==> config.mk <==
export PLATFORM = sky130hd
export DESIGN_NAME = toggle_event_counter
export DESIGN_NICKNAME = d
export VERILOG_FILES = /design/src/rtl/toggle_evt_pkg.sv /design/src/rtl/toggle_edge_det.sv /design/src/rtl/toggle_event_counter.sv
export SDC_FILE = /design/constraint.sdc
export NUM_CORES = 1
export LEC_CHECK = 0
export ABC_AREA = 1
export CAP_MARGIN = 20
export CORE_MARGIN = 5
export CORE_UTILIZATION = 50
export DETAILED_ROUTE_END_ITERATION = 8
export PLACE_DENSITY = 0.78
export SYNTH_ARGS = -nofsm -noshare
export SYNTH_HDL_FRONTEND = slang
export SYNTH_SLANG_ARGS = --single-unit
==> constraint.sdc <==
create_clock -name clk -period 1.6 [get_ports clk]
set_input_delay 0.24 -clock clk [delete_from_list [all_inputs] [get_ports clk]]
set_output_delay 0.24 -clock clk [all_outputs]
set_load 0.03 [all_outputs]
==> src/rtl/toggle_evt_pkg.sv <==
// Shared types and defaults for the toggle event counter: readout FSM encoding
// and the default counter width.
package toggle_evt_pkg;

  localparam int CNT_W_DEF = 8;

  typedef enum logic [1:0] {
    IDLE = 2'd0,
    CAPT = 2'd1,
    ACK  = 2'd2
  } rd_state_t;

endpackage

==> src/rtl/toggle_edge_det.sv <==
// Level-change detector for a toggle line. Defining TOGGLE_EVT_SYNC_EN inserts
// a 2-flop synchronizer in front of the detector for an asynchronous tog_in.
module toggle_edge_det (
  input  logic clk,
  input  logic rst,
  input  logic tog_in,
  output logic evt
);

  logic       tog_s;
  logic       tog_d;
  logic [1:0] prime_cnt;
  logic       primed;

`ifdef TOGGLE_EVT_SYNC_EN
  // Arm only once the synchronizer carries the first real sample, so a level
  // held from reset release is taken as the baseline rather than an event.
  localparam logic [1:0] PRIME_EDGES = 2'd3;
  logic [1:0] sync_q;

  always_ff @(posedge clk or negedge rst) begin
    if (!rst) sync_q <= 2'b00;
    else      sync_q <= {sync_q[0], tog_in};
  end

  assign tog_s = sync_q[1];
`else
  localparam logic [1:0] PRIME_EDGES = 2'd1;
  assign tog_s = tog_in;
`endif

  assign primed = (prime_cnt == PRIME_EDGES);

  always_ff @(posedge clk or negedge rst) begin
    if (!rst) begin
      tog_d     <= 1'b0;
      prime_cnt <= 2'd0;
    end else begin
      tog_d <= tog_s;
      if (!primed) prime_cnt <= prime_cnt + 2'd1;
    end
  end

  assign evt = primed & (tog_s ^ tog_d);

endmodule

==> src/rtl/toggle_event_counter.sv <==
// Counts level changes on a toggle line in a saturating counter and hands out
// count snapshots over a 4-phase req/ack readout. Option: TOGGLE_EVT_SYNC_EN.
module toggle_event_counter
  import toggle_evt_pkg::*;
#(
  parameter int CNT_W = CNT_W_DEF
) (
  input  logic             clk,
  input  logic             rst,
  input  logic             tog_in,
  output logic             evt_pulse,
  input  logic             rd_req,
  output logic             rd_ack,
  output logic [CNT_W-1:0] rd_data,
  output logic             rd_ovf,
  output logic [CNT_W-1:0] cnt_live
);

  localparam logic [CNT_W-1:0] CNT_MAX = '1;
  localparam logic [CNT_W-1:0] CNT_ONE = {{(CNT_W-1){1'b0}}, 1'b1};

  function automatic logic [CNT_W-1:0] sat_inc(input logic [CNT_W-1:0] v);
    return (v == CNT_MAX) ? v : v + CNT_ONE;
  endfunction

  logic             evt;
  logic [CNT_W-1:0] cnt;
  logic             ovf;
  logic             capt;
  rd_state_t        state_q;
  rd_state_t        state_d;

  toggle_edge_det u_edge_det (
    .clk    (clk),
    .rst    (rst),
    .tog_in (tog_in),
    .evt    (evt)
  );

  always_ff @(posedge clk or negedge rst) begin
    if (!rst) evt_pulse <= 1'b0;
    else      evt_pulse <= evt;
  end

  // An event during the capture cycle opens the new window instead of
  // landing in the snapshot.
  always_ff @(posedge clk or negedge rst) begin
    if (!rst) begin
      cnt <= '0;
      ovf <= 1'b0;
    end else if (capt) begin
      cnt <= evt ? CNT_ONE : '0;
      ovf <= 1'b0;
    end else if (evt) begin
      if (cnt == CNT_MAX) ovf <= 1'b1;
      cnt <= sat_inc(cnt);
    end
  end

  always_ff @(posedge clk or negedge rst) begin
    if (!rst) begin
      rd_data <= '0;
      rd_ovf  <= 1'b0;
    end else if (capt) begin
      rd_data <= cnt;
      rd_ovf  <= ovf;
    end
  end

  always_ff @(posedge clk or negedge rst) begin
    if (!rst) state_q <= IDLE;
    else      state_q <= state_d;
  end

  always_comb begin
    state_d = state_q;
    unique case (state_q)
      IDLE:    if (rd_req) state_d = CAPT;
      CAPT:    state_d = ACK;
      ACK:     if (!rd_req) state_d = IDLE;
      default: state_d = IDLE;
    endcase
  end

  always_comb begin
    capt   = (state_q == CAPT);
    rd_ack = (state_q == ACK);
  end

  assign cnt_live = cnt;

endmodule
# After elaboration in Yosys (flattened, before gate mapping)
# Index checks and enable logic that the tools add are counted.
# op_classes
addsub,2
eq_ne,7
n_mux,10
n_bitwise,2
reduce_logical,6
# op_table
operator,count
$mux 8,3
$add 8x1->8 const B,1
$eq 8x8->1 const B,1
$ne 2x2->1 const B,3
$pmux 2 s3,1
$reduce_and 2->1,3
$eq 2x1->1 const B,2
$mux 1,4
$mux 2,2
$reduce_bool 2->1,2
$add 2x1->2 const B,1
$eq 2x2->1 const B,1
$logic_not 2->1,1
$and 1x1->1,1
$xor 1x1->1,1
# totals
reg_bits,24
in_bits,4

# Logic depth before layout (Yosys ltp)
# Gate-level depths: netlist of run 1.
# depth
ltp_word,4
mapped_depth,8
depth_no_buf,8

# Hierarchy
# A second synthesis of run 1 with hierarchy kept.
# unflattened
cells_unflattened,135
hier_area_um2,1139.8
# by_module_without_submodules
module,n_inst,cells_per_inst,area_per_inst_um2
toggle_event_counter,1,123,1016.0
toggle_edge_det,1,12,123.9

# Worst setup path before layout of run 1
# OpenSTA, ideal clock, no wires.
# synth_timing
path_kind,register -> register
start,"register cnt[1], in the netlist cnt_live[1]"
end,"register cnt[2], in the netlist cnt_live[2]"
setup_time_ns,0.118
arrival_ns,1.314
path_slack_ns,0.168
path_stages_with_launch,9
path_buffers,0
path_cell_list,dfrtp_1 > ha_1 > nand2_2 > nor2_4 > nand2_4 > nand2_8 > inv_2 > nand3_1 > nand2_1
# synth_between
elab_chain_len,4
elab_cells_between_ends,7
# synth_rtl
element,line_no,source
from (decl),toggle_event_counter.sv:27,logic [CNT_W-1:0] cnt;
from (signal assigned),toggle_event_counter.sv:52,cnt <= evt ? CNT_ONE : '0;
from (signal assigned),toggle_event_counter.sv:56,cnt <= sat_inc(cnt);
$add 8x1->8,toggle_event_counter.sv:23,return (v == CNT_MAX) ? v : v + CNT_ONE;
$mux 8,toggle_event_counter.sv:23,
$mux 8,toggle_event_counter.sv:54,end else if (evt) begin
$mux 8,toggle_event_counter.sv:51,end else if (capt) begin
# Several ways; a longest one is shown, not always the timed one. The select of a mux whose other input is x is not followed.
# A chain may end at the register's enable or synchronous reset.

# Worst setup path after layout of run 1
# layout_timing
start,register state_q[0]
end,output port rd_ack
# layout_between
elab_chain_len,1
# layout_rtl
element,line_no,source
from (decl),toggle_event_counter.sv:30,rd_state_t state_q;
from (signal assigned),toggle_event_counter.sv:72,else state_q <= state_d;
$eq 2x2->1,toggle_event_counter.sv:87,rd_ack = (state_q == ACK);
to (decl),toggle_event_counter.sv:13,"output logic rd_ack,"
# Every way passes these cells.

==> metrics, run 1 <==
largest net degree at the start of global routing=25; hold_buf cts=0; TritonRoute pass-1 iters=4; final setup vio count=0; most common cell in the netlist=nand2_1; CTS H-tree lvls=1; DR iter-0 viols=39; FF-to-FF setup slack=0.25 ns; global-route wire length before repair=just over 4000 um; diode count=0; post-synthesis register bit count=24; Netlist cell types=22; initial antenna violation count=0; layout cells sized above 1=0.140; CTS Buf Count=3; ys flop type=dfrtp_1; cell count after synthesis=~130; Die H=58.3 um; RSZ-0062 raised after global routing=false; Core Rows=17; Synth Area in Compound Gates=0.0719; Worst Setup End Kind=output pin; Slew @ Worst Pin=0.351 ns; DRC=0; post-detailed-route count of antenna-violating nets=0; fraction of the cycle the final worst path needs=0.927; Total Die Area=3400 um^2; xor/xnor share of the synthesized area=0.0150; Initial Utilization=0.527; Seq. cell area=601 um^2; R2R depth=8; CTS max path bufs=2; DIE WIDTH=about 58 um; Worst Skew=between 0.002 and 0.003 ns; Post-Synth Adder-Cell Area=0.0215; critical path startpoint category=flop; DR vias=953; placed cell areas=roughly 1400 um^2; DP Worst Slack=0.114 ns; final setup TNS=0 ns; # Max-Cap Violations=0; RR Endpoint=cnt_live[6]; GRT Overall Usage=0.153; Final GP Congestion=roughly 0.84; CTS Root Cell=clkbuf_4; fin area=1470 um^2; final wirelength=2340 um; Arr. time, crit path=1.24 ns; Post-Synth Simple-Gate Area=0.311; Routed wire per std cell=12.6 um; Leakage=0.896 nW; Worst VDD drop=0.685 mV; Rel. slew slack=0.766; final worst slack=around 0.12 ns; Post-synth EDFFs=0; CTS tree=yes; crit-path max FO=3; PD cells=between 1000 and 1500 nW/um^2; Layout Nets=165; Syn Std Cell Area=around 1200 um^2; fillers=207; main combinational cell family by area after synthesis=simple AND/OR/NAND/NOR gates; Max Slew Vio Count=0; Post-synth top cells=39 x nand2_1, 24 x dfrtp_1, 13 x nand3_1; final hold vios=0; Worst Path Class, Setup=flop to output pin; post-synthesis mux area share=0; gr ovfl total=0; vias in the first global route=between 900 and 1000; Yosys top cell by area=dfrtp_1; Synth top area share=0.515; Core ar.=2210 um^2; async set-reset flop share out of synthesis=1.00; dpl hpwl=1800 um; Mapped Avg Cell Area=8.90 um^2; Area Overhead vs Synth=26.0%; HP Class=input port to asynchronous set/reset pin; synth warn=0; port bufs=22; Fmax achieved=675 MHz; min cycle time layout=1.48 ns; # clock sinks=24; Critical Path RT=1.36 ns; Worst-Skew Late Latency=0.30 ns; status=complete, no violations; final core utilization=0.664; worst r2r src=cnt_live[1]; Via density=5.15; synth top area cells=dfrtp_1 52%, nand2_1 13%, nand3_1 5.6%, o21ai_0 3.9%, inv_1 3.9%; IO Count=23; area of the multi-input gates=489 um^2; syn_nets=137; Worst-path clk slew=between 0.1 and 0.15 ns; Seq/Total Area, Yosys=0.515
-- metrics by stage --
stage / hold WS (ns) / cells / power, mW
floorplan: -0.0556 / 131 / 1.35
CTS: 0.283 / 185 / 1.88
global placement: 0.435 / 182 / 1.65
finish: 0.277 / 185 / 1.86
global route: 0.288 / 185 / 1.99
detailed placement: 0.444 / 182 / 1.66
-- report_power, final --
group	internal (mW)	switching [mW]	leakage, nW
combinational	0.276	0.528	0.567
clock	0.0876	0.164	0.0138
sequential	0.716	0.0869	0.315
-- layout by cell type (no fill, tap or decap) --
master	n
nand2_4	1
o21ai_1	5
nand3_1	13
nor2_2	2
xor2_1	1
ha_1	2
nand2_8	1
nor2_4	2
nand2_2	2
o21ai_0	9
a21oi_1	1
clkbuf_4	3
dfrtp_1	24
dlygate4sd2_1	7
clkdlybuf4s50_1	3
o21ai_2	1
nand3_2	3
inv_1	12
dlymetal6s2s_1	11
buf_4	4
nand2_1	39
clkdlybuf4s15_1	1
inv_2	2
nor2_1	6
nor2_8	1
xnor2_1	1
-- cell families (layout without fill, tap and decap cells) --
logic type	count (synthesis)	after routing
AO/OA/AOI/OAI	16	16
XOR/XNOR	2	2
adder cells (fa/ha/maj)	2	2
buffers and inverters	17	43
flip-flops	24	24
AND/OR/NAND/NOR	70	70
-- what timing repair did --
action | CTS | global route
buffers inserted | 0 | 0
gates resized for setup | 8 | 12
endpoints found under the hold margin | 0 | 0
endpoints found under the setup margin | 8 | 12
-- worst max-delay path, cell delays in order (launching register included) --
cell and delay (ns):
dfrtp_1 0.42, nor2_1 0.14, clkdlybuf4s15_1 0.39
-- sequential cells by signal, indices dropped and copies added (netlist names) --
signal	flops
rd_ovf	1
u_edge_det.tog_d	1
evt_pulse	1
cnt_live	8
rd_data	8
u_edge_det.prime_cnt	2
ovf	1
state_q	2
-- worst max path at each step --
stage | start | to
after global placement | state_q[0] | rd_ack
after global routing | state_q[0] | rd_ack
after CTS | cnt_live[2] | cnt_live[2]
after detailed placement | tog_in | cnt_live[2]
after floorplan | cnt_live[1] | cnt_live[2]
final | state_q[0] | rd_ack
-- cell type report --
class                           instances  share of cell area
Clock buffer                            3              0.0153
Multi-Input combinational cell         90               0.333
Tap cell                               28              0.0239
Timing Repair Buffer                   26               0.183
Inverter                               14              0.0358
Sequential cell                        24               0.409
-- routing by layer --
layer  track usage  part of all wire  vias to the layer above
li1              -                 -                      474
met4        0.0497             0.011                        0
met1         0.201              0.44                      449
met3        0.0307             0.046                        6
met5             0                 0                        -
met2         0.252              0.50                       24
(Power assumes the default switching activity.)
==> inputs of run 2 (changes only) <==
--- a/config.mk
+++ b/config.mk
@@ -10,6 +10,7 @@
 export CORE_MARGIN = 5
 export CORE_UTILIZATION = 50
 export DETAILED_ROUTE_END_ITERATION = 8
+export MAX_ROUTING_LAYER = met4
 export PLACE_DENSITY = 0.78
 export SYNTH_ARGS = -nofsm -noshare
 export SYNTH_HDL_FRONTEND = slang
==> run 2 against run 1 <==
Effect of this change: combinational power about the same; clock-buffer cell count unchanged; sequential cell count unchanged; non-clock buffer count unchanged; sequential power about the same; die area unchanged; clock power about the same; global-route usage increased by 0.46 points; first-iteration DRC count decreased by 10%.
==> metrics, run 2 (same netlist as run 1, synthesis figures left out) <==
status=complete, no violations; DP Worst Slack=0.114 ns (unchanged); FF-to-FF setup slack=0.26 ns (about the same); Max Slew Vio Count=0 (unchanged); worst path cell trace=nor2_1 > clkdlybuf4s15_1; fraction of the cycle the final worst path needs=0.926 (-0.00101); post-detailed-route count of antenna-violating nets=0 (unchanged); Area Overhead vs Synth=26.0% (unchanged); Core Rows=17 (unchanged); global-route wire length before repair=4090 um (+0.17%); post-CTS setup buffers=0 (unchanged); critical path's slowest cell=dfrtp_1; Total Die Area=3400 um^2 (unchanged); Fin Hold WS=0.279 ns (+0.00160 ns); DIE WIDTH=58.3 um (unchanged); Layout Nets=165 (unchanged); Final GP Congestion=0.858 (+1.6%); DR iter-0 viols=35 (-10%); PD cells=1260 nW/um^2 (-0.15%); most common cell after layout, fill and taps aside=nand2_1; Die H=58.3 um (unchanged); Seq. cell area=601 um^2 (unchanged); Leakage=0.896 nW (unchanged); port bufs=22 (unchanged); Worst Path Class, Setup=flop to output pin; area of the multi-input gates=489 um^2 (unchanged); critical path startpoint category=flop; Worst VDD drop=0.681 mV (-0.47%); # clock sinks=24 (unchanged); Via density=5.12 (-0.52%); Worst-path clk slew=0.12 ns (about the same); initial antenna violation count=0 (unchanged); min cycle time layout=1.48 ns (-0.00161 ns); Buf/Inv on CP=1 (unchanged); final setup TNS=0 ns (unchanged); fillers=207 (unchanged); Arr. time, crit path=1.24 ns (about the same); # Max-Cap Violations=0 (unchanged); vias in the first global route=924 (-0.11%); DR vias=948 (-0.52%); CTS tree=yes; Rel. slew slack=0.771 (+0.00469); Fmax achieved=675 MHz (+0.11%); GRT Overall Usage=0.157 (+0.00459); Worst Skew=0.00250 ns (-0.000215 ns); CTS max path bufs=2 (unchanged); CTS Root Cell=clkbuf_4; Crit path largest cell delay=0.42 ns (about the same); DRC=0 (unchanged); final setup vio count=0 (unchanged); diode count=0 (unchanged); RSZ-0062 raised after global routing=false; final wirelength=2320 um (-0.73%); layout cells sized above 1=0.140 (unchanged); final worst slack=0.119 ns (+0.00161 ns); Worst-Skew Late Latency=0.30 ns (about the same); IO Count=23 (unchanged); Worst Setup End Kind=output pin; CTS H-tree lvls=1 (unchanged); Initial Utilization=0.527 (unchanged); Routed wire per std cell=12.5 um (-0.73%); TritonRoute pass-1 iters=5 (+1); Core ar.=2210 um^2 (unchanged); dpl hpwl=1800 um (unchanged); final hold vios=0 (unchanged); Slew @ Worst Pin=0.344 ns (-0.00702 ns); largest net degree at the start of global routing=25 (unchanged); Critical Path RT=1.36 ns (about the same); HP Class=input port to asynchronous set/reset pin; gr ovfl total=0 (unchanged); CP delay by family, top=flip-flops; most frequent cells in the layout=39 x nand2_1, 24 x dfrtp_1, 13 x nand3_1; crit-path max FO=3 (unchanged); CTS Buf Count=3 (unchanged)
[run 2: cell counts in the layout (fill, tap and decap cells not counted)]
Identical to the previous run, type by type.
[run 2: routing by layer]
metal	part of all wire	wire length, um	global-route usage	vias up
met5	0	0	-	-
met4	0.012	27	0.0497	0
met3	0.034	79	0.0263	7
met2	0.50	1160	0.250	19
met1	0.45	1050	0.205	449
li1	-	-	-	473
[run 2: timing repair]
item | in CTS | in global routing
gates resized for setup | 8 | 12
gates cloned | 0 | 0
setup endpoints to repair | 8 | 12
hold buffers | 0 | 0
[run 2: layout make-up]
cell class,count,share of cell area
clock buffer,3,0.0153
inverter,14,0.0358
multi-input combinational,90,0.333
sequential,24,0.409
tap,28,0.0239
timing repair buffer,26,0.183
[run 2: metrics by stage]
stage,area (um^2),utilization,instances,power (mW)
floorplan,1170,-,131,1.35
global placement,1430,0.645,182,1.65
detailed placement,1430,0.645,182,1.66
CTS,1440,0.651,185,1.88
global route,1470,0.664,185,1.99
finish,1470,0.664,185,1.86
[run 2: path summary, 6_finish.rpt]
| check | to | cells after the start | from |
|---|---|---|---|
| max in group asynchronous | rd_data[7] | 2 | rst |
| worst min-delay path | cnt_live[2] | 2 | rst |
| worst min register to register | state_q[0] | 1 | state_q[0] |
| min in group clk | u_edge_det.tog_d | 1 | tog_in |
| worst max register to register | cnt_live[6] | 8 | cnt_live[1] |
| worst max-delay path | rd_ack | 2 | state_q[0] |
[run 2: worst reg2reg max path, delay by kind of cell, from the launching register on]
kind | cells | cell delay (ns)
AND/OR/NAND/NOR | 6 | 0.52
buffers and inverters | 1 | 0.05
adder cells (fa/ha/maj) | 1 | 0.22
flip-flops | 1 | 0.46
[run 2: report_power, final]
part,internal [mW],switching [mW],leakage (nW)
combinational,0.276,0.526,0.567
clock,0.0876,0.163,0.0138
sequential,0.716,0.0874,0.315
